<file path="src/rtl/reg_writeback_queue_if.sv">
// Write-request, register-file writeback and forwarding-lookup signals of reg_writeback_queue.
// master = producer / register-file side, slave = the queue itself.
interface reg_writeback_queue_if #(
    parameter int DEPTH = 4,
    parameter int AW    = 3,
    parameter int DW    = 8
);
    localparam int CW = $clog2(DEPTH) + 1;

    logic          REQ_VALID;
    logic          REQ_READY;
    logic [AW-1:0] REQ_ADDRESS;
    logic [DW-1:0] REQ_DATA;
    logic          HOLD;
    logic [DW-1:0] WB_IN;
    logic [AW-1:0] WB_INADDRESS;
    logic          WB_WRITE;
    logic [AW-1:0] FWD1ADDRESS;
    logic          FWD1HIT;
    logic [DW-1:0] FWD1DATA;
    logic [AW-1:0] FWD2ADDRESS;
    logic          FWD2HIT;
    logic [DW-1:0] FWD2DATA;
    logic [CW-1:0] PENDING;

    modport master (
        output REQ_VALID, REQ_ADDRESS, REQ_DATA, HOLD, FWD1ADDRESS, FWD2ADDRESS,
        input  REQ_READY, WB_IN, WB_INADDRESS, WB_WRITE,
               FWD1HIT, FWD1DATA, FWD2HIT, FWD2DATA, PENDING
    );

    modport slave (
        input  REQ_VALID, REQ_ADDRESS, REQ_DATA, HOLD, FWD1ADDRESS, FWD2ADDRESS,
        output REQ_READY, WB_IN, WB_INADDRESS, WB_WRITE,
               FWD1HIT, FWD1DATA, FWD2HIT, FWD2DATA, PENDING
    );
endinterface

</file>
<file path="src/rtl/reg_writeback_queue.sv">
// Register-file write queue: FIFO of (address, data) drained one per cycle, with two forwarding lookups.
// Optional macro WB_COALESCE_EN: a push matching a queued non-head entry overwrites it in place.
module reg_writeback_queue #(
    parameter int DEPTH = 4,
    parameter int AW    = 3,
    parameter int DW    = 8
) (
    input  logic                   CLK,
    input  logic                   RESET,
    reg_writeback_queue_if.slave   bus
);
    localparam int PW = $clog2(DEPTH);
    localparam int CW = PW + 1;

    logic [AW-1:0] r_mem_addr [DEPTH];
    logic [DW-1:0] r_mem_data [DEPTH];
    logic [PW-1:0] r_rd_ptr;
    logic [PW-1:0] r_wr_ptr;
    logic [CW-1:0] r_count;
    logic [DW-1:0] r_wb_in;
    logic [AW-1:0] r_wb_addr;
    logic          r_wb_write;

    logic             w_full;
    logic             w_push;
    logic             w_pop;
    logic             w_alloc;
    logic             w_coal_hit;
    logic [PW-1:0]    w_coal_idx;
    logic [PW-1:0]    w_wr_idx;
    logic [PW-1:0]    w_idx [DEPTH];
    logic [DEPTH-1:0] w_live;

    genvar gi;

    // Slot gi is the gi-th oldest queued entry; index arithmetic wraps modulo DEPTH.
    generate
        for (gi = 0; gi < DEPTH; gi++) begin : g_slot
            assign w_idx[gi]  = r_rd_ptr + PW'(gi);
            assign w_live[gi] = (CW'(gi) < r_count);
        end
    endgenerate

    assign w_full  = (r_count == CW'(DEPTH));
    assign w_push  = bus.REQ_VALID & ~w_full;
    assign w_pop   = (r_count != '0) & ~bus.HOLD;
    assign w_alloc = w_push & ~w_coal_hit;

`ifdef WB_COALESCE_EN
    // The head is skipped so a value already on its way out is never changed.
    always_comb begin
        w_coal_hit = 1'b0;
        w_coal_idx = '0;
        for (int i = 1; i < DEPTH; i++) begin
            if (w_live[i] && (r_mem_addr[w_idx[i]] == bus.REQ_ADDRESS)) begin
                w_coal_hit = 1'b1;
                w_coal_idx = w_idx[i];
            end
        end
    end
`else
    assign w_coal_hit = 1'b0;
    assign w_coal_idx = '0;
`endif

    assign w_wr_idx = w_coal_hit ? w_coal_idx : r_wr_ptr;

    always_ff @(posedge CLK) begin
        if (!RESET) begin
            r_rd_ptr   <= '0;
            r_wr_ptr   <= '0;
            r_count    <= '0;
            r_wb_in    <= '0;
            r_wb_addr  <= '0;
            r_wb_write <= 1'b0;
        end else begin
            if (w_alloc) begin
                r_wr_ptr <= r_wr_ptr + PW'(1);
            end
            if (w_pop) begin
                r_rd_ptr  <= r_rd_ptr + PW'(1);
                r_wb_in   <= r_mem_data[r_rd_ptr];
                r_wb_addr <= r_mem_addr[r_rd_ptr];
            end
            r_wb_write <= w_pop;
            r_count    <= r_count + CW'(w_alloc) - CW'(w_pop);
        end
    end

    always_ff @(posedge CLK) begin
        if (RESET && w_push) begin
            r_mem_addr[w_wr_idx] <= bus.REQ_ADDRESS;
            r_mem_data[w_wr_idx] <= bus.REQ_DATA;
        end
    end

    // Later matches override earlier ones: WB register lowest, newest queued entry highest.
    generate
        for (gi = 0; gi < 2; gi++) begin : g_fwd
            logic [AW-1:0] w_addr;
            logic          w_hit;
            logic [DW-1:0] w_data;

            assign w_addr = (gi == 0) ? bus.FWD1ADDRESS : bus.FWD2ADDRESS;

            always_comb begin
                w_hit  = 1'b0;
                w_data = '0;
                if (r_wb_write && (r_wb_addr == w_addr)) begin
                    w_hit  = 1'b1;
                    w_data = r_wb_in;
                end
                for (int i = 0; i < DEPTH; i++) begin
                    if (w_live[i] && (r_mem_addr[w_idx[i]] == w_addr)) begin
                        w_hit  = 1'b1;
                        w_data = r_mem_data[w_idx[i]];
                    end
                end
            end
        end
    endgenerate

    assign bus.REQ_READY    = ~w_full;
    assign bus.PENDING      = r_count;
    assign bus.WB_IN        = r_wb_in;
    assign bus.WB_INADDRESS = r_wb_addr;
    assign bus.WB_WRITE     = r_wb_write;
    assign bus.FWD1HIT      = g_fwd[0].w_hit;
    assign bus.FWD1DATA     = g_fwd[0].w_data;
    assign bus.FWD2HIT      = g_fwd[1].w_hit;
    assign bus.FWD2DATA     = g_fwd[1].w_data;
endmodule

</file>
<file path="src/flat_wrapper.sv">
// flat-port wrapper written by rule: the top's interface ports become plain ports
module reg_writeback_queue_flat 
#(
    parameter int DEPTH = 4,
    parameter int AW    = 3,
    parameter int DW    = 8
)
  (CLK, RESET, bus_REQ_VALID, bus_REQ_ADDRESS, bus_REQ_DATA, bus_HOLD, bus_FWD1ADDRESS, bus_FWD2ADDRESS, bus_REQ_READY, bus_WB_IN, bus_WB_INADDRESS, bus_WB_WRITE, bus_FWD1HIT, bus_FWD1DATA, bus_FWD2HIT, bus_FWD2DATA, bus_PENDING);
  reg_writeback_queue_if #(.DEPTH(DEPTH), .AW(AW), .DW(DW)) bus_i ();
  input  logic CLK;
  input  logic RESET;
  input wire logic [$bits(bus_i.REQ_VALID)-1:0] bus_REQ_VALID;
  input wire logic [$bits(bus_i.REQ_ADDRESS)-1:0] bus_REQ_ADDRESS;
  input wire logic [$bits(bus_i.REQ_DATA)-1:0] bus_REQ_DATA;
  input wire logic [$bits(bus_i.HOLD)-1:0] bus_HOLD;
  input wire logic [$bits(bus_i.FWD1ADDRESS)-1:0] bus_FWD1ADDRESS;
  input wire logic [$bits(bus_i.FWD2ADDRESS)-1:0] bus_FWD2ADDRESS;
  output wire logic [$bits(bus_i.REQ_READY)-1:0] bus_REQ_READY;
  output wire logic [$bits(bus_i.WB_IN)-1:0] bus_WB_IN;
  output wire logic [$bits(bus_i.WB_INADDRESS)-1:0] bus_WB_INADDRESS;
  output wire logic [$bits(bus_i.WB_WRITE)-1:0] bus_WB_WRITE;
  output wire logic [$bits(bus_i.FWD1HIT)-1:0] bus_FWD1HIT;
  output wire logic [$bits(bus_i.FWD1DATA)-1:0] bus_FWD1DATA;
  output wire logic [$bits(bus_i.FWD2HIT)-1:0] bus_FWD2HIT;
  output wire logic [$bits(bus_i.FWD2DATA)-1:0] bus_FWD2DATA;
  output wire logic [$bits(bus_i.PENDING)-1:0] bus_PENDING;
  assign bus_i.REQ_VALID = bus_REQ_VALID;
  assign bus_i.REQ_ADDRESS = bus_REQ_ADDRESS;
  assign bus_i.REQ_DATA = bus_REQ_DATA;
  assign bus_i.HOLD = bus_HOLD;
  assign bus_i.FWD1ADDRESS = bus_FWD1ADDRESS;
  assign bus_i.FWD2ADDRESS = bus_FWD2ADDRESS;
  assign bus_REQ_READY = bus_i.REQ_READY;
  assign bus_WB_IN = bus_i.WB_IN;
  assign bus_WB_INADDRESS = bus_i.WB_INADDRESS;
  assign bus_WB_WRITE = bus_i.WB_WRITE;
  assign bus_FWD1HIT = bus_i.FWD1HIT;
  assign bus_FWD1DATA = bus_i.FWD1DATA;
  assign bus_FWD2HIT = bus_i.FWD2HIT;
  assign bus_FWD2DATA = bus_i.FWD2DATA;
  assign bus_PENDING = bus_i.PENDING;
  reg_writeback_queue #(.DEPTH(DEPTH), .AW(AW), .DW(DW)) u_core (.CLK(CLK), .RESET(RESET), .bus(bus_i));
endmodule
</file>
<file path="config.mk">
export PLATFORM = sky130hd
export DESIGN_NAME = reg_writeback_queue_flat
export DESIGN_NICKNAME = d
export VERILOG_FILES = /design/src/rtl/reg_writeback_queue_if.sv /design/src/rtl/reg_writeback_queue.sv /design/src/flat_wrapper.sv
export SDC_FILE = /design/constraint.sdc
export NUM_CORES = 1
export LEC_CHECK = 0
export CAP_MARGIN = 20
export CORE_ASPECT_RATIO = 1.4
export CORE_MARGIN = 5
export CORE_UTILIZATION = 40
export CTS_CLUSTER_DIAMETER = 80
export DETAILED_ROUTE_END_ITERATION = 10
export GPL_ROUTABILITY_DRIVEN = 0
export PLACE_DENSITY = 0.73
export SLEW_MARGIN = 0
export SYNTH_ARGS = -nofsm -noshare
export SYNTH_HDL_FRONTEND = slang
export SYNTH_SLANG_ARGS = --single-unit
</file>
<file path="constraint.sdc">
create_clock -name CLK -period 2.6 [get_ports CLK]
set_input_delay 0.52 -clock CLK [delete_from_list [all_inputs] [get_ports CLK]]
set_output_delay 0.52 -clock CLK [all_outputs]
set_load 0.05 [all_outputs]
</file>
==> summary.txt <==
Die
  – FP Rows: 46
  – Initial Utilization: 0.406
  – Die area: 13800 um2
  – Die W: 101 um
  – Top Ports: 55
  – Core Region: 11300 um2
  – Die height: 137 um

Synth
  – Netlist Area Pre-Place: 4610 um2
  – Top cell type's share of synthesized area: 0.287
  – EDFF count, synth: 44
  – Async set or reset register ratio after synthesis: 0
  – Syn_nets: 422
  – Post-synth cell types: 46
  – Commonest cells post-synth: edfxtp_1, mux2i_1, xnor2_1
  – Register area share after synthesis: 0.378
  – Ys flop type: edfxtp_1
  – Flop and latch count out of synthesis: 65
  – Synth area leader: edfxtp_1
  – Synth area leaders: edfxtp_1, mux4_2, dfxtp_1
  – Warnings from Yosys: 0
  – Top-count cell post-synth: edfxtp_1
  – Gate Count Post-Synth: 392
  – Mean Syn Cell Area: 11.7 um2

Clock network
  – CTS sink cnt: 65
  – Clk pin slew, worst setup/hold paths: 0.06 ns
  – Inserted Clock Buffers: 9
  – Root Buffer: clkbuf_16
  – Clk Latency, worst-skew pair: 0.34 ns
  – H-tree levels: 3
  – Clk buf depth: 2
  – CTS tree: yes

Timing
  – Final worst-path cycle share: 1.27
  – Fin crit period: 3.30 ns
  – Setup violations, final: 18
  – Slew headroom: 0.660
  – Final slew viol count: 0
  – Least-Margin Pin Slew: 0.508 ns
  – Final-report hold violation count: 0
  – Setup ws final: -0.697 ns
  – FMAX: 303 MHz
  – RSZ-0062 raised after global routing: true
  – Setup TNS: -10.02 ns
  – Final clock skew: 0.00742 ns

Power
  – Total Power: 6.58 mW
  – Pwr per Cell Area: 969 nW/um2
  – LEAKAGE: 2.46 nW
  – Worst vdd ir: 355 uV
  – Logic pwr share: 0.603
  – Sequential Power Share: 0.209
  – Clock network fraction of total power: 0.187
  – Switching share of power: 0.411
  – Net Switching: 2.70 mW
  – Power Internal: 3.88 mW

Placed design
  – IO Port Bufs: 54
  – DP HPWL: 9580 um

Drt
  – Total Wirelength: 12400 um
  – DR pass1 iterations: 4
  – Via/cell ratio: 5.62
  – DR DRC count: 0
  – Antenna viol nets, final: 0
  – Avg WL per Cell: 18.7 um
  – Via Count: 3706
  – Initial detailed-routing violation count: 213

Layout
  – # diodes: 0
  – P&R area growth vs syn: 47.5%
  – # fillers: 844
  – Nets: 541
  – Share of layout cells above drive strength 1: 0.405

Setup path
  – Setup crit start kind: register
  – CP max-delay cell: mux4_2
  – Worst Path Max Fanout: 4
  – Crit. End Element: primary output
  – Setup Crit Path Kind: reg -> out
  – Worst path required time: 2.08 ns
  – CP cell instances: mux4_2, buf_6, xnor2_2, nand4_1, mux2_4, mux2_4, a211oi_4, buf_12
  – CP peak stage delay: 0.56 ns
  – Most frequent CP cell: mux2_4
  – CP arrival: 2.78 ns

Global routing
  – GRT Overall Usage: 0.184
  – GRT overflow: 0
  – First-pass GRT wire length: 19600 um
  – Largest net degree at the start of global routing: 28
  – Initial antenna violation count: 0
  – Vias in the first global route: 3782

Run status
  – Failing checks: setup timing
  – Status: finished with violations

Run
  – Total of max-cap violations: 0

Hold path
  – Hold Crit Class: reg -> reg
[metal layers]
metal,up-vias,GRT usage,part of all wire
li1,1744,-,-
met1,1859,0.216,0.39
met2,82,0.332,0.54
met3,21,0.0286,0.041
met4,0,0.0772,0.022
met5,-,0,0
[area by class of cell]
cell class / count / area (um2) / share of cell area
Clock buffer: 9 / 225 / 0.0332
Clock inverter: 7 / 77.6 / 0.0114
Inverter: 9 / 33.8 / 0.00497
Multi-Input combinational cell: 291 / 3120 / 0.460
Sequential cell: 65 / 1750 / 0.258
Tap cell: 144 / 180 / 0.0265
Timing Repair Buffer: 135 / 1400 / 0.206
[critical path, delay by kind of cell, from the launching register on]
family | cells | cell delay (ns)
multiplexers | 3 | 1.19
flip-flops | 1 | 0.38
buffers and inverters | 2 | 0.32
AO/OA/AOI/OAI | 1 | 0.25
AND/OR/NAND/NOR | 1 | 0.19
XOR/XNOR | 1 | 0.11
[cell usage in the layout, fill, tap and decap left out, types with 4 or more instances in the layout]
master	n
and2_1	26
and3_1	4
buf_12	21
buf_4	70
buf_6	8
clkbuf_16	9
clkdlybuf4s50_1	36
dfxtp_1	17
edfxtp_1	44
ha_1	8
inv_1	9
mux2i_1	32
mux2i_2	7
mux4_1	7
mux4_2	24
nand2_1	17
nand2b_1	7
nand4_1	5
nor2_1	10
nor2b_1	12
nor3_1	6
o21ai_0	15
o221a_2	10
o221a_4	4
o22ai_4	14
xnor2_1	23
xnor2_2	5
xor2_1	12
[power by group through the flow]
stage | Clock [mW] | Combinational, mW | Sequential [mW]
final | 1.23 | 3.97 | 1.38
after global routing | 1.30 | 4.18 | 1.40
after CTS | 1.26 | 3.88 | 1.38
after detailed placement | 0 | 3.84 | 1.39
after global placement | 0 | 3.77 | 1.38
after floorplan | 0 | 2.29 | 1.57
[state kept, by name (all words and copies together), names as in the netlist, named ones only]
| register | cells |
|---|---|
| u_core.bus.WB_IN | 8 |
| u_core.r_rd_ptr | 2 |
| u_core.bus.PENDING | 3 |
| u_core.r_mem_addr | 12 |
| u_core.r_mem_data | 32 |
| u_core.bus.WB_INADDRESS | 3 |
| u_core.bus.WB_WRITE | 1 |
| u_core.r_wr_ptr | 2 |
[cells by family after synthesis]
kind of cell / share of synthesized area
xor+xnor: 0.0761
compound gates: 0.0986
mux: 0.259
buf+inv: 0.0359
flops: 0.378
simple gates: 0.126
fa+ha+maj: 0.0261
[worst paths after layout]
| kind | cells past startpoint | from | to | slack, ns |
|---|---|---|---|---|
| max | 8 | register | bus_FWD2DATA[1] | -0.70 |
| min reg2reg | 2 | u_core.bus.WB_IN[4] | u_core.bus.WB_IN[4] | 0.55 |
| max reg2reg | 9 | u_core.bus.PENDING[2] | u_core.bus.PENDING[2] | 0.40 |
| min | 2 | u_core.bus.WB_IN[4] | u_core.bus.WB_IN[4] | 0.55 |
[stage by stage]
stage / hold slack [ns] / worst slack (ns) / instances / util / instance area, um2
floorplan: 0.528 / -0.455 / 392 / - / 4990
global placement: 0.533 / -0.622 / 637 / 0.557 / 6310
detailed placement: 0.542 / -0.637 / 637 / 0.557 / 6310
CTS: 0.551 / -0.640 / 655 / 0.586 / 6650
global route: 0.581 / -0.759 / 660 / 0.599 / 6790
finish: 0.554 / -0.697 / 660 / 0.599 / 6790
[timing repair]
action,in CTS,in global routing
hold buffers,0,0
pin swaps,5,17
resized for setup,9,25
endpoints found under the setup margin,18,18
buffers inserted,2,5
Power figures use the tool's default switching activity.
